## config.mk

```make
export PLATFORM = sky130hd
export DESIGN_NAME = loc_stack_replay
export DESIGN_NICKNAME = d
export VERILOG_FILES = /design/src/rtl/loc_stack_replay.sv
export SDC_FILE = /design/constraint.sdc
export NUM_CORES = 1
export LEC_CHECK = 0
export BUFFER_PORTS_ARGS = -buffer_cell sky130_fd_sc_hd__buf_2
export CAP_MARGIN = 25
export CORE_MARGIN = 3
export CORE_UTILIZATION = 55
export DETAILED_ROUTE_END_ITERATION = 8
export HOLD_SLACK_MARGIN = 0.15
export PLACE_DENSITY = 0.71
export SYNTH_ARGS = -nofsm -noshare
export SYNTH_HDL_FRONTEND = slang
export SYNTH_SLANG_ARGS = --single-unit
```

## constraint.sdc

```tcl
create_clock -name i_clk -period 5.4 [get_ports i_clk]
set_input_delay 1.08 -clock i_clk [delete_from_list [all_inputs] [get_ports i_clk]]
set_output_delay 1.08 -clock i_clk [all_outputs]
set_load 0.02 [all_outputs]
```

## src/rtl/loc_stack_replay.sv

```systemverilog
// ---------------------------------------------------------------------------
// loc_stack_replay
//
// Location buffer for the path-search datapath. In STACK mode it is a LIFO
// used while backtracking. A one-cycle done pulse switches it to REPLAY mode,
// where the stored path is read from the bottom up (FIFO order). Replay uses a
// separate read pointer, so the top-of-stack count is left unchanged.
//
// Ports
//   i_clk       rising-edge clock
//   i_rst       synchronous, active-high reset
//   i_clr       synchronous soft clear, same effect as reset
//   i_push      write i_loc_in (STACK mode only)
//   i_pop       read one entry (top in STACK, next-from-bottom in REPLAY)
//   i_done      one-cycle pulse that enters (or restarts) REPLAY
//   i_loc_in    location to push
//   o_loc_out   registered read data
//   o_out_vld   one-cycle strobe, o_loc_out was updated this cycle
//   o_emp_stck  STACK: count==0, REPLAY: rd_ptr==count
//   o_full      count==DEPTH in STACK mode, 0 in REPLAY
//   o_count     entries held (top pointer)
//   o_mode      0=STACK, 1=REPLAY
//   o_err       sticky illegal push/pop flag, cleared by rst/clr
// ---------------------------------------------------------------------------
module loc_stack_replay #(
  parameter int unsigned WIDTH = 8,
  parameter int unsigned DEPTH = 64,
  parameter int unsigned AW    = $clog2(DEPTH)
) (
  input  logic          i_clk,
  input  logic          i_rst,
  input  logic          i_clr,
  input  logic          i_push,
  input  logic          i_pop,
  input  logic          i_done,
  input  logic [WIDTH-1:0] i_loc_in,
  output logic [WIDTH-1:0] o_loc_out,
  output logic          o_out_vld,
  output logic          o_emp_stck,
  output logic          o_full,
  output logic [AW:0]   o_count,
  output logic          o_mode,
  output logic          o_err
);

  typedef enum logic {StStack, StReplay} mode_e;

  localparam logic [AW:0] DepthP = (AW+1)'(DEPTH);
  localparam logic [AW:0] OneP   = (AW+1)'(1);

  logic [WIDTH-1:0] r_mem [DEPTH];
  logic [AW:0]      r_count;
  logic [AW:0]      r_rd_ptr;
  mode_e            r_mode;
  logic [WIDTH-1:0] r_loc_out;
  logic             r_out_vld;
  logic             r_err;

  logic [AW:0]      w_count_d;
  logic [AW:0]      w_rd_ptr_d;
  mode_e            w_mode_d;
  logic             w_err_d;
  logic             w_err_set;
  logic             w_we;
  logic [AW-1:0]    w_waddr;
  logic             w_rd_en;
  logic [AW-1:0]    w_rd_addr;

  logic [AW-1:0]    w_top_idx;
  logic [AW-1:0]    w_cnt_idx;
  logic [AW-1:0]    w_rdp_idx;
  logic             w_empty_stk;
  logic             w_full_stk;
  logic             w_replay_end;

  // Address views of the pointers. Out-of-range values are only produced in
  // cases where the access is blocked, so truncation is harmless.
  assign w_top_idx    = AW'(r_count - OneP);
  assign w_cnt_idx    = AW'(r_count);
  assign w_rdp_idx    = AW'(r_rd_ptr);
  assign w_empty_stk  = (r_count == '0);
  assign w_full_stk   = (r_count == DepthP);
  assign w_replay_end = (r_rd_ptr >= r_count);

  // Next-state and command decode
  always_comb begin
    w_count_d  = r_count;
    w_rd_ptr_d = r_rd_ptr;
    w_mode_d   = r_mode;
    w_err_set  = 1'b0;
    w_we       = 1'b0;
    w_waddr    = w_cnt_idx;
    w_rd_en    = 1'b0;
    w_rd_addr  = w_top_idx;

    if (i_clr) begin
      w_count_d  = '0;
      w_rd_ptr_d = '0;
      w_mode_d   = StStack;
    end else if (i_done) begin
      // Any push/pop alongside done is discarded
      w_mode_d   = StReplay;
      w_rd_ptr_d = '0;
    end else if (r_mode == StStack) begin
      unique case ({i_push, i_pop})
        2'b10: begin
          if (w_full_stk) begin
            w_err_set = 1'b1;
          end else begin
            w_we      = 1'b1;
            w_waddr   = w_cnt_idx;
            w_count_d = r_count + OneP;
          end
        end
        2'b01: begin
          if (w_empty_stk) begin
            w_err_set = 1'b1;
          end else begin
            w_rd_en   = 1'b1;
            w_rd_addr = w_top_idx;
            w_count_d = r_count - OneP;
          end
        end
        2'b11: begin
          if (w_empty_stk) begin
            w_we      = 1'b1;
            w_waddr   = w_cnt_idx;
            w_count_d = r_count + OneP;
          end else begin
            // Swap the top: the read sees the old value, the write lands after
            w_rd_en   = 1'b1;
            w_rd_addr = w_top_idx;
            w_we      = 1'b1;
            w_waddr   = w_top_idx;
          end
        end
        default: ;
      endcase
    end else begin
      if (i_push) begin
        w_err_set = 1'b1;
      end
      if (i_pop) begin
        if (w_replay_end) begin
          w_err_set = 1'b1;
        end else begin
          w_rd_en    = 1'b1;
          w_rd_addr  = w_rdp_idx;
          w_rd_ptr_d = r_rd_ptr + OneP;
        end
      end
    end

    w_err_d = i_clr ? 1'b0 : (r_err | w_err_set);
  end

  // State registers
  always_ff @(posedge i_clk) begin
    if (i_rst) begin
      r_count   <= '0;
      r_rd_ptr  <= '0;
      r_mode    <= StStack;
      r_loc_out <= '0;
      r_out_vld <= 1'b0;
      r_err     <= 1'b0;
    end else begin
      r_count   <= w_count_d;
      r_rd_ptr  <= w_rd_ptr_d;
      r_mode    <= w_mode_d;
      r_out_vld <= w_rd_en;
      r_err     <= w_err_d;
      if (i_clr) begin
        r_loc_out <= '0;
      end else if (w_rd_en) begin
        r_loc_out <= r_mem[w_rd_addr];
      end
    end
  end

  // Storage array, no reset so it can map onto RAM
  always_ff @(posedge i_clk) begin
    if (w_we && !i_rst) begin
      r_mem[w_waddr] <= i_loc_in;
    end
  end

  assign o_loc_out  = r_loc_out;
  assign o_out_vld  = r_out_vld;
  assign o_count    = r_count;
  assign o_mode     = (r_mode == StReplay);
  assign o_err      = r_err;
  assign o_emp_stck = (r_mode == StReplay) ? (r_rd_ptr == r_count) : w_empty_stk;
  assign o_full     = (r_mode == StStack) && w_full_stk;

endmodule

```

# Word level (Yosys, flattened, before mapping)
# Memories as Yosys holds them, arrays and structs flattened. A register that Yosys moved wholly into a read port is not among the register bits.
# Cells that the tools add are included.
dict set report classes {
  n_addsub 3
  magnitude_cmp 1
  mux 38
  bitwise_logic 4
  reduce_logical 10
  n_eq_ne 8
}
# cell n
set ops {}
lappend ops {{$mux W6} 10}
lappend ops {{$mux W1} 22}
lappend ops {{$mux W7} 3}
lappend ops {{$pmux W7 S3} 1}
lappend ops {{$add A7 B1 Y7 const B} 2}
lappend ops {{$eq A7 B7 Y1} 1}
lappend ops {{$eq A7 B7 Y1 const B} 1}
lappend ops {{$ge A7 B7 Y1} 1}
lappend ops {{$logic_not A7 Y1} 1}
lappend ops {{$sub A7 B1 Y7 const B} 1}
lappend ops {{$ne A2 B2 Y1 const B} 3}
lappend ops {{$reduce_and A6 Y1} 1}
lappend ops {{$eq A2 B2 Y1 const B} 2}
lappend ops {{$pmux W1 S2} 2}
lappend ops {{$reduce_or A2 Y1} 2}
lappend ops {{$not A1 Y1} 3}
lappend ops {{$reduce_and A3 Y1} 1}
lappend ops {{$reduce_bool A3 Y1} 1}
lappend ops {{$reduce_or A3 Y1} 1}
lappend ops {{$eq A2 B1 Y1 const B} 1}
lappend ops {{$logic_and A1 B1 Y1} 2}
lappend ops {{$logic_not A1 Y1} 1}
lappend ops {{$or A1 B1 Y1} 1}
dict set report word_totals {
  mem_count 1
  wordCells 70
  ram_bits 512
  ff_bits 17
  out_inout_bits 20
}
# name depth width rd rd_clocked_by_memory_dff wr line
set memory_table {}
lappend memory_table {r_mem 64 8 1 1 1 51} ;# logic [WIDTH-1:0] r_mem [DEPTH];

# Longest topological paths before layout
dict set report depth {
  ltp_word 9
  mapped_depth 16
  depth_no_buf 11
}

# Worst setup path before layout
# Ideal clock, no wire load.
dict set report synth_path {
  path_type {register -> register}
  from {reg r_rd_ptr[0]}
  to {reg r_loc_out[4], in the netlist o_loc_out[4], read port of r_mem}
  path_stages_with_launch 15
  t_arrival_ns 3.463
  slack_ns 1.845
  setup_time_ns 0.092
  cell_sequence {dfxtp_1 clkbuf_1 inv_1 ha_1 nand2b_1 a211oi_1 o211a_1 buf_6 mux2i_4 buf_4 nand2_1 a32o_1 a211o_1 o41a_1 nor4_1}
}
dict set report synth_via {
  elab_chain_cells 6
  word_cells_on_any_way 11
  cone_classes {order compare: 1; mux: 10}
}
# item line
set synth_rtl {}
lappend synth_rtl {{start, declared} 53} ;# logic [AW:0] r_rd_ptr;
lappend synth_rtl {{start signal, assigned} 168} ;# r_rd_ptr <= w_rd_ptr_d;
lappend synth_rtl {{$ge A7 B7 Y1} 83} ;# assign w_replay_end = (r_rd_ptr >= r_count);
lappend synth_rtl {{$mux W6 or $mux W1 (tied branches)} 144} ;# if (w_replay_end) begin
lappend synth_rtl {{$mux W6 or $mux W1 (tied branches)} 143} ;# if (i_pop) begin
lappend synth_rtl {{$mux W6 or $mux W1 (tied branches)} 104} ;# end else if (r_mode == StStack) begin
lappend synth_rtl {{$mux W6 or $mux W1 (tied branches)} 100} ;# end else if (i_done) begin
lappend synth_rtl {{$mux W6 or $mux W1 (tied branches)} 96} ;# if (i_clr) begin
lappend synth_rtl {{end, declared} 55} ;# logic [WIDTH-1:0] r_loc_out;
# Parallel ways exist; a longest one is shown, timed or not.
# A chain may end at the register's enable or synchronous reset.

# Worst setup path after layout
dict set report layout_path {
  from {reg r_rd_ptr[0]}
  to {reg r_loc_out[0], in the netlist o_loc_out[0], read port of r_mem}
}
# Same word-level chain as after synthesis.

==> results.md <==
- The flow ran to the end, and the final reports show no timing, DRC or antenna violations.
- The width of the die is 207 µm.
- The first global-routing pass estimated 84500 µm of wire.
- The cell-internal power is 0.00679 W.
- The share of total power dissipated in the clock network is 40.9%.
- The share of cells above drive strength 1 is 11.5%.
- The number of vias in the routed layout is 14200.
- The time the worst path needs with I/O delays and setup is 5.15 ns.
- The final standard cell count with taps included and fillers excluded is 2252.
- After synthesis, the largest area contributor takes up 69.1% of total cell area.
- The DRC violation count after routing is 0.
- The worst setup path is of the flip-flop to flip-flop kind.
- The global router's overall resource usage is 25.9%.
- The synthesized netlist contains 69 unique library cells.
- Counting the fill cells in the layout gives 2986.
- The number of hold-slack violations in the final timing report came to 0.
- The clock passes through at most 3 buffers.
- Counting flops and latches in the post-synthesis netlist gives 537.
- The wire length after detailed routing is 56200 µm.
- The power per cell area is 352 mW/mm².
- The die covers 0.0429 mm².
- After layout, the design draws a total of 0.00873 W.
- The area of all placed cells without fillers is 0.0248 mm².
- The total nets after synthesis is 1661.
- The arrival time at the worst endpoint is 5.68 ns.
- After synthesis, flip-flops and latches occupy 71.3% of the total area.
- After clock tree synthesis, the flow added hold-fix buffers numbering 0.
- The worst slew slack as a fraction of its limit is 32.3%.
- Setup violations remaining at the end of the flow were counted as 0.
- The number of placement rows is 73.
- In the final routed layout, each cell accounts on average for 25.0 µm.
- The switching share of power is 22.3%.
- Setup repair after global routing left no endpoint under its margin.
- The most used routing layer is met2.
- STA puts the critical path data required time at 5.93 ns.
- In this run, the number of DRC markers left after iteration 0 of detailed routing was 1764.
- The count of synthesis-stage warnings from yosys is 0.
- The starting density of the core is 55.9%.
- The post-layout net count is 1713.
- Entering global routing, the biggest net connects 70 pins.
- The post-detailed-placement cell area is 0.0231 mm².
- Based on the critical path, the design can be clocked at up to 194 MHz.
- The height of the die is 207 µm.
- The number of max-slew violations in the final report is 0.
- Registers are responsible for 52.3% of the overall power.
- For met3 alone, demand over resource in global routing was 4.57%.
- The count of buffers added on input and output ports is 33.
- The count of mapped cells out of synthesis is 1632.
- The maximum fanout encountered on the critical timing path is 56.
- After synthesis, the cell types taking the most area are edfxtp_1 69%, nand2_1 5.5%, mux2i_1 3.1%.
- The number of clock sinks is 537.
- The part of the cycle the worst path needs is 95.4%.
- The leakage power of the design is 8.44 nW.
- Max-cap violations in this run came to 0.
- The first-pass iteration count of the detailed router is 6.
- The actual slew at the worst max-slew pin is 1.01 ns.
- The dominant cell by count in the synthesized netlist is edfxtp_1.
- A synthesized cell averages 13.6 µm².
- For this run, global-route usage on met2 was measured as 40.7%.
- The final HPWL from detailed placement is 34900 µm.
- The nature of the critical path endpoint is a flip-flop.
- The number of global-route vias before repair came to 13400.
- The congestion estimate from routability-driven global placement came to 0.873.
- The mapped cell area is 0.0223 mm².
- The cell count after placement is 2148.
- The H-tree was split into 2 levels.
- The biggest area consumer among synthesized cells is edfxtp_1.
- In this run, the combinational gates consume 6.8% of the power.
- 34 I/O pins were placed.
- Counting the buffers created by CTS gives 53.
- The TritonCTS clock tree is yes.
- The number of antenna violations at the first check in global routing is 1.
- The detail route stage leaves a number of antenna-violating nets equal to 0.
- In the routed layout, each cell is associated on average with a via count of 6.30.
- The critical path launch point type is a flip-flop.
- By count the netlist is led by 512 x edfxtp_1, 327 x nand2_1, 101 x nor2_1, 100 x a21oi_1, 70 x mux2i_1.
- The synthesis-to-finish area growth is 11.6%.
- The setup clock skew after layout is 0.0218 ns.
- The worst slack on hold paths is 0.510 ns.
- In the final timing run, aggregate negative setup slack is 0 ns.
- Clock-pin slew was measured on the worst setup and hold paths at 0.06 ns.
- The commonest register cell after synthesis is edfxtp_1.
- In this run the standard cell core region covers 0.0398 mm².
- Summed over all nets, the switching power comes to 0.00194 W.
- The class of the most critical hold timing path is flip-flop to flip-flop.
- The clock latency reported for the late side of the worst-skew pair is 0.60 ns.
- After global routing the overflow that remains totals 0.
- VDD sags by at most 0.306 mV.
- Global routing used 36.6% of the available met1 tracks.
- The post-synthesis async set-or-reset flop share is 0%.
- Counting flops with a built-in enable in the synthesized netlist gives 512.
- The cell at the root of the clock tree is clkbuf_16.
==> registers in the layout, indices dropped and copies added (netlist names) <==
name and count:
o_mode 1, r_rd_ptr 7, o_out_vld 1, o_count 7, r_mem 512, o_err 1
o_loc_out 8
==> final timing paths <==
| kind | from | end | slack, ns | cells after the start |
|---|---|---|---|---|
| worst min register to register | o_err | o_err | 0.51 | 2 |
| worst min-delay path | o_err | o_err | 0.51 | 2 |
| worst max register to register | r_rd_ptr[0] | o_loc_out[0] | 0.25 | 12 |
| worst max-delay path | r_rd_ptr[0] | o_loc_out[0] | 0.25 | 12 |
==> placed cells by master (no fill, tap or decap), drive strengths merged, types with 15 or more instances in the layout <==
cell	n
a32o	17
inv	17
nor4	16
mux2i	76
ha	15
a22oi	22
a32oi	17
a21oi	100
o21ai	34
nor3	21
clkinv	19
dfxtp	25
nor2	101
clkbuf	73
mux2	19
nand3	37
nand2	327
xnor2	16
a311oi	15
edfxtp	512
buf	81
==> power groups by stage <==
stage	registers [W]	logic (W)	clock network [W]
final	0.00457	0.000598	0.00357
after floorplan	0.00466	0.000334	0
after global placement	0.00465	0.000570	0
after global routing	0.00456	0.000638	0.00377
after detailed placement	0.00465	0.000584	0
after CTS	0.00457	0.000590	0.00361
==> critical path, stage by stage, from the launching register on <==
cell       delay, ns
dfxtp_1         0.58
inv_1           0.19
ha_1            0.32
nand2b_1        0.16
a211oi_1        0.55
o211a_1         0.73
mux2i_4         0.84
buf_12          0.33
nand2_1         0.12
nand3_1         0.08
o2111ai_1       0.14
o41ai_1         0.70
and3_1          0.28
==> per-stage QoR <==
step / setup slack [ns] / utilization (%)
finish: 0.249 / 62.4
global route: 0.0492 / 62.4
CTS: 0.0675 / 62.3
detailed placement: -0.0191 / 58.0
global placement: 0.0611 / 58.0
floorplan: 1.85 / -
==> repair_timing <==
action                                  4_1_cts  5_1_grt
setup buffers                                 3        3
pin swaps                                     0        1
hold endpoints to repair                      0        0
gates resized for setup                       0        1
endpoints found under the setup margin        1        1
==> cells by family after synthesis <==
group / synth area share, %
muxes: 4.60
buffers and inverters: 2.09
AOI/OAI and AO/OA: 9.55
xor gates and xnor gates: 0.815
and+or+nand+nor: 10.8
adders and majority gates: 0.843
DFF: 71.3
==> layout make-up <==
cell class,count,area (µm²),share of cell area [%]
Sequential cell,537,15900,63.9
Multi-Input combinational cell,993,5960,24.0
Clock buffer,73,1430,5.77
Tap cell,525,657,2.64
Timing Repair Buffer,81,598,2.41
Clock inverter,24,235,0.947
Inverter,18,71.3,0.287
Antenna cell,1,2.50,0.0101
==> layer usage <==
metal	vias to the layer above	routed length [µm]
li1	6291	-
met1	7054	22700
met2	701	26700
met3	135	4740
met4	2	2110
met5	-	13
No activity file was read; power rests on OpenSTA's default activity.
